--- config.mk ---
export PLATFORM = sky130hd
export DESIGN_NAME = countdown_timer
export DESIGN_NICKNAME = d
export VERILOG_FILES = /design/src/rtl/timer_pkg.sv /design/src/rtl/prescaler_tick.sv /design/src/rtl/countdown_timer.sv
export SDC_FILE = /design/constraint.sdc
export NUM_CORES = 1
export LEC_CHECK = 0
export ABC_AREA = 1
export BUFFER_PORTS_ARGS = -buffer_cell sky130_fd_sc_hd__buf_2
export CAP_MARGIN = 40
export CORE_AREA = 2 2 46 48
export DETAILED_ROUTE_END_ITERATION = 10
export DIE_AREA = 0 0 48 50
export PLACE_DENSITY_LB_ADDON = 0.25
export SLEW_MARGIN = 20
export SYNTH_ARGS = -nofsm -noshare
export SYNTH_HDL_FRONTEND = slang
export SYNTH_SLANG_ARGS = --single-unit
--- constraint.sdc ---
create_clock -name clk -period 1.4 [get_ports clk]
set_clock_uncertainty 0.1 [all_clocks]
set_input_delay 0.21 -clock clk [delete_from_list [all_inputs] [get_ports clk]]
set_output_delay 0.21 -clock clk [all_outputs]
set_load 0.03 [all_outputs]
--- src/rtl/timer_pkg.sv ---
// Shared types for the countdown timer: FSM state encoding and a width helper.
package timer_pkg;

    // Timer FSM states; also exported on the debug state port.
    typedef enum logic [1:0] {
        IDLE  = 2'd0,
        RUN   = 2'd1,
        PAUSE = 2'd2,
        DONE  = 2'd3
    } state_e;

    // Bits needed to hold 0..modulus-1, never less than one bit.
    function automatic int unsigned cnt_width(input int unsigned modulus);
        return (modulus > 1) ? $clog2(modulus) : 1;
    endfunction

endpackage

--- src/rtl/prescaler_tick.sv ---
// Prescaler: counts enabled cycles 0..PRESCALE-1 and flags the last one.
// tick is combinational so the owner sees it in the same cycle the phase
// reaches PRESCALE-1; the phase wraps to 0 on that edge.
module prescaler_tick
    import timer_pkg::*;
#(
    parameter int unsigned PRESCALE = 1
) (
    input  logic clk,
    input  logic reset,
    input  logic clear,
    input  logic enable,
    output logic tick
);

    localparam int unsigned     PW   = cnt_width(PRESCALE);
    localparam logic [PW-1:0]   LAST = PW'(PRESCALE - 1);

    logic [PW-1:0] r_phase;
    logic          w_at_last;

    assign w_at_last = (r_phase == LAST);
    assign tick      = enable && w_at_last;

    // Phase counter: cleared by reset/clear, advances only while enabled.
    always_ff @(posedge clk) begin
        if (reset || clear) begin
            r_phase <= '0;
        end else if (enable) begin
            r_phase <= w_at_last ? '0 : r_phase + 1'b1;
        end
    end

endmodule

--- src/rtl/countdown_timer.sv ---
// Loadable countdown timer with prescaler, pause/resume and auto-reload.
// Input priority on each edge: reset > load > start > pause.
// done is a registered one-cycle pulse produced on every terminal count.
module countdown_timer
    import timer_pkg::*;
#(
    parameter int unsigned N        = 4,
    parameter int unsigned PRESCALE = 1
) (
    input  logic         clk,
    input  logic         reset,
    input  logic         load,
    input  logic [N-1:0] load_value,
    input  logic         start,
    input  logic         pause,
    input  logic         auto_reload,
    output logic [N-1:0] count,
    output logic         running,
    output logic         done,
    output state_e       dbg_state
);

    state_e       r_state;
    state_e       w_state_nxt;
    logic [N-1:0] r_count;
    logic [N-1:0] w_count_nxt;
    logic [N-1:0] r_reload;
    logic [N-1:0] w_reload_nxt;
    logic         r_done;
    logic         w_done_nxt;

    logic         w_hold;
    logic         w_pre_en;
    logic         w_pre_clear;
    logic         w_tick;

    // A pause request only takes effect when start is not also asserted.
    assign w_hold = pause && !start;

    // The prescaler runs only on RUN cycles that stay in RUN and keep their
    // count path; a pausing edge freezes the phase so resume picks it up.
    assign w_pre_en = (r_state == RUN) && !load && !w_hold;

    // Restart the phase on load and whenever a fresh countdown begins.
    assign w_pre_clear = load || (start && ((r_state == IDLE) || (r_state == DONE)));

    prescaler_tick #(
        .PRESCALE (PRESCALE)
    ) u_prescaler (
        .clk    (clk),
        .reset  (reset),
        .clear  (w_pre_clear),
        .enable (w_pre_en),
        .tick   (w_tick)
    );

    // Next-state and datapath decisions; everything defaults to hold.
    always_comb begin
        w_state_nxt  = r_state;
        w_count_nxt  = r_count;
        w_reload_nxt = r_reload;
        w_done_nxt   = 1'b0;

        if (load) begin
            w_state_nxt  = IDLE;
            w_count_nxt  = load_value;
            w_reload_nxt = load_value;
        end else begin
            case (r_state)
                IDLE: begin
                    if (start) begin
                        if (r_count != '0) begin
                            w_state_nxt = RUN;
                        end else begin
                            w_state_nxt = DONE;
                            w_done_nxt  = 1'b1;
                        end
                    end
                end
                RUN: begin
                    if (w_hold) begin
                        w_state_nxt = PAUSE;
                    end else if (w_tick) begin
                        if (r_count > N'(1)) begin
                            w_count_nxt = r_count - 1'b1;
                        end else if (auto_reload && (r_reload != '0)) begin
                            // Reload straight from 1 so count never shows 0.
                            w_count_nxt = r_reload;
                            w_done_nxt  = 1'b1;
                        end else begin
                            w_count_nxt = '0;
                            w_state_nxt = DONE;
                            w_done_nxt  = 1'b1;
                        end
                    end
                end
                PAUSE: begin
                    if (start) begin
                        w_state_nxt = RUN;
                    end
                end
                DONE: begin
                    w_count_nxt = '0;
                    if (start) begin
                        if (r_reload != '0) begin
                            w_count_nxt = r_reload;
                            w_state_nxt = RUN;
                        end else begin
                            w_done_nxt = 1'b1;
                        end
                    end
                end
                default: begin
                    w_state_nxt = IDLE;
                end
            endcase
        end
    end

    // State, count, reload and done registers with synchronous reset.
    always_ff @(posedge clk) begin
        if (reset) begin
            r_state  <= IDLE;
            r_count  <= '0;
            r_reload <= '0;
            r_done   <= 1'b0;
        end else begin
            r_state  <= w_state_nxt;
            r_count  <= w_count_nxt;
            r_reload <= w_reload_nxt;
            r_done   <= w_done_nxt;
        end
    end

    assign count     = r_count;
    assign running   = (r_state == RUN);
    assign done      = r_done;
    assign dbg_state = r_state;

endmodule
==> results of run 1 <==
per-layer routing:
| metal | vias to the layer above | wire (um) | GRT usage |
|---|---|---|---|
| met3 | 2 | 115 | 0.0549 |
| met1 | 368 | 932 | 0.245 |
| li1 | 456 | - | - |
| met4 | 0 | 15 | 0.0405 |
| met2 | 25 | 898 | 0.251 |
| met5 | - | 0 | 0 |
through the flow:
stage,setup slack (ps),cells,cell area [um2],power [uW],util
6_report,-16.7,179,1180,1080,0.619
4_1_cts,4.02,171,1040,1000,0.548
3_3_place_gp,7.90,167,998,774,0.525
3_5_place_dp,-35.2,167,998,776,0.525
2_1_floorplan,6.06,123,883,689,-
5_1_grt,-93.6,179,1180,1160,0.619
state kept, by name, indices dropped and copies added, names as in the netlist:
register / cells
count: 4
dbg_state: 2
r_reload: 4
done: 1
kinds of logic (layout without fill, tap and decap cells):
group / count (synthesis) / in the layout / share of synthesized area
AND/OR/NAND/NOR: 57 / 57 / 0.314
AO/OA/AOI/OAI: 26 / 26 / 0.176
buffers and inverters: 18 / 47 / 0.0961
flip-flops: 11 / 11 / 0.260
adder cells (fa/ha/maj): 9 / 9 / 0.133
XOR/XNOR: 2 / 2 / 0.0207
synthesized netlist by cell type:
master	count
nor3_1	1
xor2_1	2
inv_2	3
nor2_4	2
o21ai_0	8
inv_1	12
nand2_1	32
nor2_1	9
a31oi_1	1
o211ai_1	3
o21a_1	1
or2_1	1
a21oi_1	10
nand2_4	2
a21oi_2	2
clkinv_4	1
ha_1	9
clkinv_2	1
nand2_2	4
dfxtp_1	11
o21ai_1	1
nand3_1	6
buf_6	1
worst reg2reg max path, delay by kind of cell, from the launching register on:
kind                       cells  cell delay [ps]
adders and majority gates      1              150
buffers and inverters          1               60
DFF                            1              410
and+or+nand+nor                5              590
report_power, final:
part           switching [uW]  internal (uW)  total (uW)  leakage, uW
registers                44.8            341         386    0.0000934
clock network             111            110         222    0.0000150
logic                     278            198         476     0.000424
total                     434            650        1080     0.000532
cell type report:
| class | instances | area [um2] |
|---|---|---|
| fillers | 184 | 724 |
| multi-input cells | 94 | 647 |
| flip-flops and latches | 11 | 235 |
| repair buffers | 26 | 153 |
| inverters | 17 | 82.6 |
| well taps | 27 | 33.8 |
| clock buffers | 4 | 26.3 |
what timing repair did:
action / CTS / global route
setup buffers: 0 / 8
gates resized for setup: 4 / 21
endpoints found under the setup margin: 2 / 6
hold endpoints to repair: 0 / 0
pin swaps: 1 / 15
final timing paths:
path                   to  slack [ps]  depth (start not counted)
max          dbg_state[0]         -20                          7
min           r_reload[1]          70                          2
max reg2reg  dbg_state[0]         -20                          7
min reg2reg   r_reload[3]         420                          2
==> results by group, run 1 <==
Outcome
  – Outcome: finished with violations
  – Failing checks: negative setup slack

Clock network
  – Clock sink total: 11
  – Clk_lat worst skew: about 270 ps
  – CTS Buf Count: 3
  – Clock root buffer master: clkbuf_4
  – CTS tree: yes
  – Clock transition at path regs: roughly 80 ps
  – CTS hold repair buffers: 0
  – Clock Tree Buf Depth: 2
  – H-tree depth: 1

Floorplanning
  – Effective utilization at floorplan: 0.445
  – I/O pin cnt: 18
  – Die X: roughly 48 um
  – Core area: 1900 um2
  – Die H: approximately 50 um
  – FP Rows: 16
  – Die area: 2400 um2

Setup path
  – Worst Path Arrival: 1480 ps
  – Critical path's top delay family: simple AND/OR/NAND/NOR gates
  – Critical-path cell with the highest stage delay: dfxtp_4
  – Critical path buffers and inverters: 1
  – CP Cell Sequence: inv_4 > ha_4 > or2_1 > nor3_2 > nand3_2 > nand2_2 > nor2_2
  – WP data required: 1470 ps
  – Worst setup path start: dbg_state[0]
  – Reg2reg start: dbg_state[0]
  – CP Class: reg2reg
  – CP endpoint kind: flop
  – Max stage delay on crit path: between 400 and 500 ps
  – Crit Path Max Fanout: 5
  – Nature of the critical path startpoint: flop

Route
  – DR WL/cell: ~11 um
  – DRT Wirelength: 1960 um
  – Drt drc: 0
  – Antenna Violating Nets Remaining: 0
  – Drt pass-1 iters: 4
  – 1st-iter DRT viols: 21
  – Drt via density: between 4 and 5
  – Via count: 851

STA
  – FMAX: just over 700 MHz
  – Final Cycle Share: 1.01
  – Max-slew violations: 0
  – Post-layout minimum cycle time: 1420 ps
  – # setup viols final: 2
  – RSZ-0062 raised after global routing: true
  – Slew @ Worst Pin: between 200 and 300 ps
  – Final setup margin: -16.7 ps
  – Hold slack final: between 70 and 80 ps
  – Setup tns final: -17.3 ps
  – Slew HR: 0.828
  – Final hold violation count: 0

Global route
  – Initial antenna violation count: 0
  – Grt total ovfl: 0
  – Vias in the first global route: about 730
  – Global-route wire length before repair: 3020 um
  – Largest net degree at the start of global routing: 10
  – GRT Resource Usage Total: 0.173

Synthesis
  – Post-synthesis cell count: around 120
  – Syn nets: 142
  – Synth Register Bits: 11
  – Synth unique cells: 23
  – Area leader, netlist: dfxtp_1
  – Post-synthesis sequential area ratio: 0.260
  – Post-synth top area share: 0.260
  – Largest cells by area after synthesis: dfxtp_1 (26%), nand2_1 (14%), ha_1 (13%)
  – Area of the mapped netlist: around 850 um2
  – Syn_area_per_cell: 6.88 um2
  – Synth warn: 0

Power and ir drop
  – Peak VDD IR: about 0.00055 V
  – Static Leak: around 0.00053 uW
  – Pwr dens: a little over 900 nW/um2

Finish
  – ANT cells: 0
  – P&R area growth vs syn: 39.2%
  – Layout Nets: approximately 170
  – Commonest non-fill, non-tap cell in the layout: nand2_1
  – Most frequent cells in the layout: nand2_1 (30), buf_2 (17), a21oi_1 (10), buf_4 (9), nor2_1 (8)
  – Share of layout cells above drive strength 1: 0.434

Min path
  – Hold WC Path Type: in2reg
  – Hold path start: reset

Place
  – Global placement routability congestion: about 0.83
  – Port Buffers: 17
  – HPWL Detailed: around 1400 um

Flow run
  – Number of max-cap violations: 0
No activity file was read; power rests on OpenSTA's default activity.
==> inputs of run 2 (changes only) <==
- clock period: 1.4 -> 1.3 ns (I/O delays scaled with it)
==> results by group, run 2 (same netlist as run 1, synthesis figures left out) <==
Outcome
  – Failing checks: negative setup slack
  – Outcome: finished with violations

STA
  – RSZ-0062 raised after global routing: true
  – FMAX: around 720 MHz
  – Slew HR: 0.836
  – Slew @ Worst Pin: around 250 ps
  – Final setup margin: -82.9 ps
  – # setup viols final: 7
  – Post-layout minimum cycle time: between 1000 and 1500 ps
  – Max-slew violations: 0
  – Final hold violation count: 0
  – Final Cycle Share: 1.06

Clock network
  – Clock sink total: 11
  – Clk_lat worst skew: 280 ps
  – H-tree depth: 1
  – Clock root buffer master: clkbuf_4
  – CTS Buf Count: 3
  – CTS tree: yes
  – Clock transition at path regs: approximately 80 ps
  – Clock Tree Buf Depth: 2

Finish
  – ANT cells: 0
  – Layout Nets: between 150 and 200
  – P&R area growth vs syn: 38.3%
  – Fillers: 174
  – Final std cells w/o fill: between 150 and 200
  – Share of layout cells above drive strength 1: 0.436
  – Seq. cell area: approximately 240 um2
  – Commonest non-fill, non-tap cell in the layout: nand2_1
  – Most frequent cells in the layout: nand2_1 (31), buf_2 (15), nor2_1 (9), a21oi_1 (8), dfxtp_1 (7)
  – Multi-input gate area: between 600 and 700 um2

Place
  – Port Buffers: 17
  – Global placement routability congestion: 0.826
  – HPWL Detailed: about 1500 um
  – Setup WS pre-CTS: -77.8 ps
  – # placed instances: 170

Route
  – Drt drc: 0
  – Drt via density: 4.80
  – Antenna Violating Nets Remaining: 0
  – Drt pass-1 iters: 4
  – DRT Wirelength: 1910 um
  – Via count: ~840
  – DR WL/cell: between 10 and 15 um
  – 1st-iter DRT viols: 10

Floorplanning
  – Die H: roughly 50 um
  – Die area: 2400 um2
  – FP Rows: 16
  – Core area: 1900 um2
  – Die X: between 40 and 50 um
  – I/O pin cnt: 18
  – Effective utilization at floorplan: 0.445

Global route
  – Initial antenna violation count: 0
  – GRT Resource Usage Total: 0.182
  – Global-route wire length before repair: 3190 um
  – Largest net degree at the start of global routing: 10
  – Vias in the first global route: between 700 and 800
  – Grt total ovfl: 0

Flow run
  – Number of max-cap violations: 0

Setup path
  – R2r setup slk: -80 ps
  – Crit Path Max Fanout: 4
  – Nature of the critical path startpoint: flop
  – CP endpoint kind: flop
  – Worst Path Arrival: 1460 ps
  – WP data required: approximately 1400 ps
  – CP Class: reg2reg

Power and ir drop
  – Overall power: 1170 uW
  – Peak VDD IR: ~0.00061 V
  – Pwr dens: between 1000 and 1500 nW/um2
  – Static Leak: around 0.00053 uW

Min path
  – Hold WC Path Type: in2reg
==> run 2: cell count changes in the layout (fill, tap and decap cells not counted), moves of 2 or more <==
cell	before	now
ha_1	2	4
buf_2	17	15
o21ai_2	0	2
a21oi_1	10	8
a21oi_2	1	4
buf_6	0	2
nand3_1	5	3
ha_2	2	0
buf_4	9	5
nand3_2	1	3
==> run 2: final timing paths <==
check                from            to  cells past startpoint
max          dbg_state[1]  dbg_state[0]                      7
min                 reset   r_reload[3]                      2
max reg2reg  dbg_state[1]  dbg_state[0]                      7
min reg2reg   r_reload[2]   r_reload[2]                      2
==> run 2: cell type report <==
class / count / area share
Tap cell: 27 / 0.0289
Timing Repair Buffer: 23 / 0.122
Clock buffer: 4 / 0.0225
Inverter: 17 / 0.0706
Multi-Input combinational cell: 94 / 0.555
Sequential cell: 11 / 0.201
==> run 2: worst max-delay path, cell delays in order, from the launching register on <==
cell	delay [ps]
dfxtp_4	380
buf_6	130
ha_4	150
or2_1	210
nor3_2	130
nand3_2	80
nand2_1	70
nor2_1	30
==> run 2: metrics by stage <==
stage	setup TNS, ps	instance area [um2]	hold WS, ps	util
floorplan	-341	911	164	-
global placement	-156	1050	338	0.551
detailed placement	-243	1050	345	0.551
CTS	-293	1110	43.5	0.584
global route	-965	1170	53.6	0.615
finish	-390	1170	45.3	0.615
==> run 2: timing repair <==
action	in CTS	in global routing
setup buffers	1	1
resized for setup	7	15
hold buffers	0	0
pin swaps	6	4
endpoints found under the setup margin	8	10
==> run 2: report_power, final <==
part | leakage [uW] | internal, uW | switching (uW) | total, uW
clock network | 0.0000150 | 119 | 127 | 246
logic | 0.000421 | 209 | 307 | 516
registers | 0.0000934 | 367 | 44.2 | 412
total | 0.000529 | 695 | 478 | 1170
==> run 2: metal layers <==
| metal | vias up | track usage | share of wire |
|---|---|---|---|
| li1 | 451 | - | - |
| met5 | - | 0 | 0 |
| met3 | 7 | 0.0220 | 0.030 |
| met4 | 0 | 0.0676 | 0.022 |
| met1 | 366 | 0.259 | 0.49 |
| met2 | 20 | 0.271 | 0.46 |
==> inputs of run 3 (changes only) <==
--- a/config.mk
+++ b/config.mk
@@ -10,5 +10,5 @@
 export CAP_MARGIN = 40
-export CORE_AREA = 2 2 46 48
+export CORE_AREA = 2 2 40 56
 export DETAILED_ROUTE_END_ITERATION = 10
-export DIE_AREA = 0 0 48 50
+export DIE_AREA = 0 0 42 58
 export PLACE_DENSITY_LB_ADDON = 0.25
@@ -17,2 +17,3 @@
 export SYNTH_HDL_FRONTEND = slang
+export SYNTH_HIERARCHICAL = 1
 export SYNTH_SLANG_ARGS = --single-unit
--- a/constraint.sdc
+++ b/constraint.sdc
@@ -4,2 +4,2 @@
 set_output_delay 0.195 -clock clk [all_outputs]
-set_load 0.03 [all_outputs]
+set_load 0.05 [all_outputs]
==> results by group, run 3 <==
Outcome
  – Outcome: finished with violations
  – Failing checks: negative setup slack

Global route
  – Largest net degree at the start of global routing: 9
  – GRT Resource Usage Total: 0.203
  – Vias in the first global route: around 930
  – Global-route wire length before repair: approximately 3900 um
  – Grt total ovfl: 0
  – Initial antenna violation count: 0

Route
  – WL met3: between 50 and 60 um
  – 1st-iter DRT viols: 13
  – Drt via density: 4.91
  – Drt pass-1 iters: 4
  – DR WL/cell: approximately 11 um
  – Top sig layer: met4
  – Antenna Violating Nets Remaining: 0
  – Met2 WL: roughly 1300 um
  – Metal-1 WL: roughly 830 um
  – DRT Wirelength: roughly 2200 um
  – Drt drc: 0
  – Via count: ~960

Clock network
  – Clk_lat worst skew: 270 ps
  – Clock root buffer master: clkbuf_4
  – Clock Tree Buf Depth: 2
  – CTS hold repair buffers: 0
  – Clock sink total: 11
  – CTS tree: yes
  – CTS Buf Count: 3
  – Clock transition at path regs: 70 ps
  – H-tree depth: 1

Setup path
  – Max stage delay on crit path: approximately 370 ps
  – Worst Path Arrival: around 1500 ps
  – Nature of the critical path startpoint: flop
  – CP endpoint kind: flop
  – Most used cell along the critical path: inv_4
  – Crit Path Max Fanout: 8
  – CP Cell Sequence: inv_4 > ha_4 > nand2_4 > nor2_4 > inv_4 > o21ai_4 > nand2_2 > a21oi_2 > nor2_1
  – WP data required: roughly 1400 ps
  – CP Class: reg2reg
  – Critical-path cell with the highest stage delay: dfxtp_4

STA
  – Final hold violation count: 0
  – FMAX: 708 MHz
  – Final setup margin: -113 ps
  – Post-layout minimum cycle time: 1410 ps
  – Slew @ Worst Pin: approximately 260 ps
  – Slew HR: 0.825
  – Final Cycle Share: 1.09
  – Max-slew violations: 0
  – # setup viols final: 7
  – RSZ-0062 raised after global routing: true

Finish
  – Most frequent cells in the layout: nand2_1 (34), buf_4 (18), buf_2 (13), nor2_1 (12), inv_1 (11)
  – Share of layout cells above drive strength 1: 0.471
  – Util after Layout: 0.664
  – Layout Nets: between 150 and 200
  – ANT cells: 0
  – Final Instance Area: around 1300 um2
  – Fillers: approximately 180
  – Commonest non-fill, non-tap cell in the layout: nand2_1
  – P&R area growth vs syn: 45.0%

Floorplanning
  – FP Rows: 19
  – Die H: roughly 58 um
  – I/O pin cnt: 18
  – Die X: between 40 and 50 um
  – Effective utilization at floorplan: 0.458
  – Die area: roughly 2400 um2
  – Core area: 1930 um2

Flow run
  – Number of max-cap violations: 0

Power and ir drop
  – Overall power: 1160 uW
  – Static Leak: 0.000620 uW
  – Pwr dens: ~910 nW/um2
  – Peak VDD IR: 0.000803 V

Place
  – DP Area: around 1100 um2
  – HPWL Detailed: ~1800 um
  – Port Buffers: 17
  – Global placement routability congestion: around 0.90

Synthesis
  – Post-synthesis cell count: approximately 140
  – Syn nets: around 160
  – Area of the mapped netlist: approximately 900 um2
  – Syn_area_per_cell: roughly 6.4 um2
  – Synth warn: 6

Min path
  – Hold WC Path Type: in2reg
-- run 3: cell type report --
cell class	instances	area [um2]	share of cell area
flip-flops and latches	11	235	0.184
multi-input cells	102	664	0.520
inverters	23	96.3	0.0753
clock buffers	4	26.3	0.0205
repair buffers	34	230	0.180
well taps	21	26.3	0.0205
-- run 3: per-layer routing --
layer,up-vias,global-route usage
li1,502,-
met1,432,0.205
met2,18,0.411
met3,6,0.0374
met4,0,0.0553
met5,-,0
-- run 3: worst max-delay path, delay by kind of cell, from the launching register on --
kind | cells | cell delay, ps
compound gates | 2 | 320
fa+ha+maj | 1 | 140
buf+inv | 2 | 110
flops | 1 | 370
simple gates | 4 | 280
-- run 3: timing repair --
item                       in CTS  in global routing
pin swaps                      11                  4
buffers inserted                3                  0
resized for setup              21                 16
setup endpoints to repair      10                 11
-- run 3: metrics by stage --
| stage | cells | setup slack (ps) | setup TNS (ps) | hold WS (ps) |
|---|---|---|---|---|
| floorplan | 138 | -344 | -2070 | 164 |
| detailed placement | 188 | -219 | -1300 | 348 |
| finish | 195 | -113 | -651 | 65.0 |
| CTS | 195 | -142 | -789 | 58.2 |
| global route | 195 | -220 | -1450 | 78.2 |
| global placement | 188 | -198 | -1080 | 340 |
-- run 3: where the power goes --
| part | total (uW) | switching (uW) | leakage, uW | internal [uW] |
|---|---|---|---|---|
| Clock | 237 | 118 | 0.0000150 | 119 |
| Combinational | 533 | 311 | 0.000512 | 221 |
| Sequential | 394 | 30.5 | 0.0000936 | 364 |
| Total | 1160 | 460 | 0.000620 | 704 |
-- run 3: worst paths after layout --
kind,start,to,slack (ps),cells past startpoint
worst min register to register,r_reload[2],r_reload[2],400,2
worst max register to register,dbg_state[1],count[0],-110,9
worst max-delay path,dbg_state[1],count[0],-110,9
worst min-delay path,reset,r_reload[1],60,2
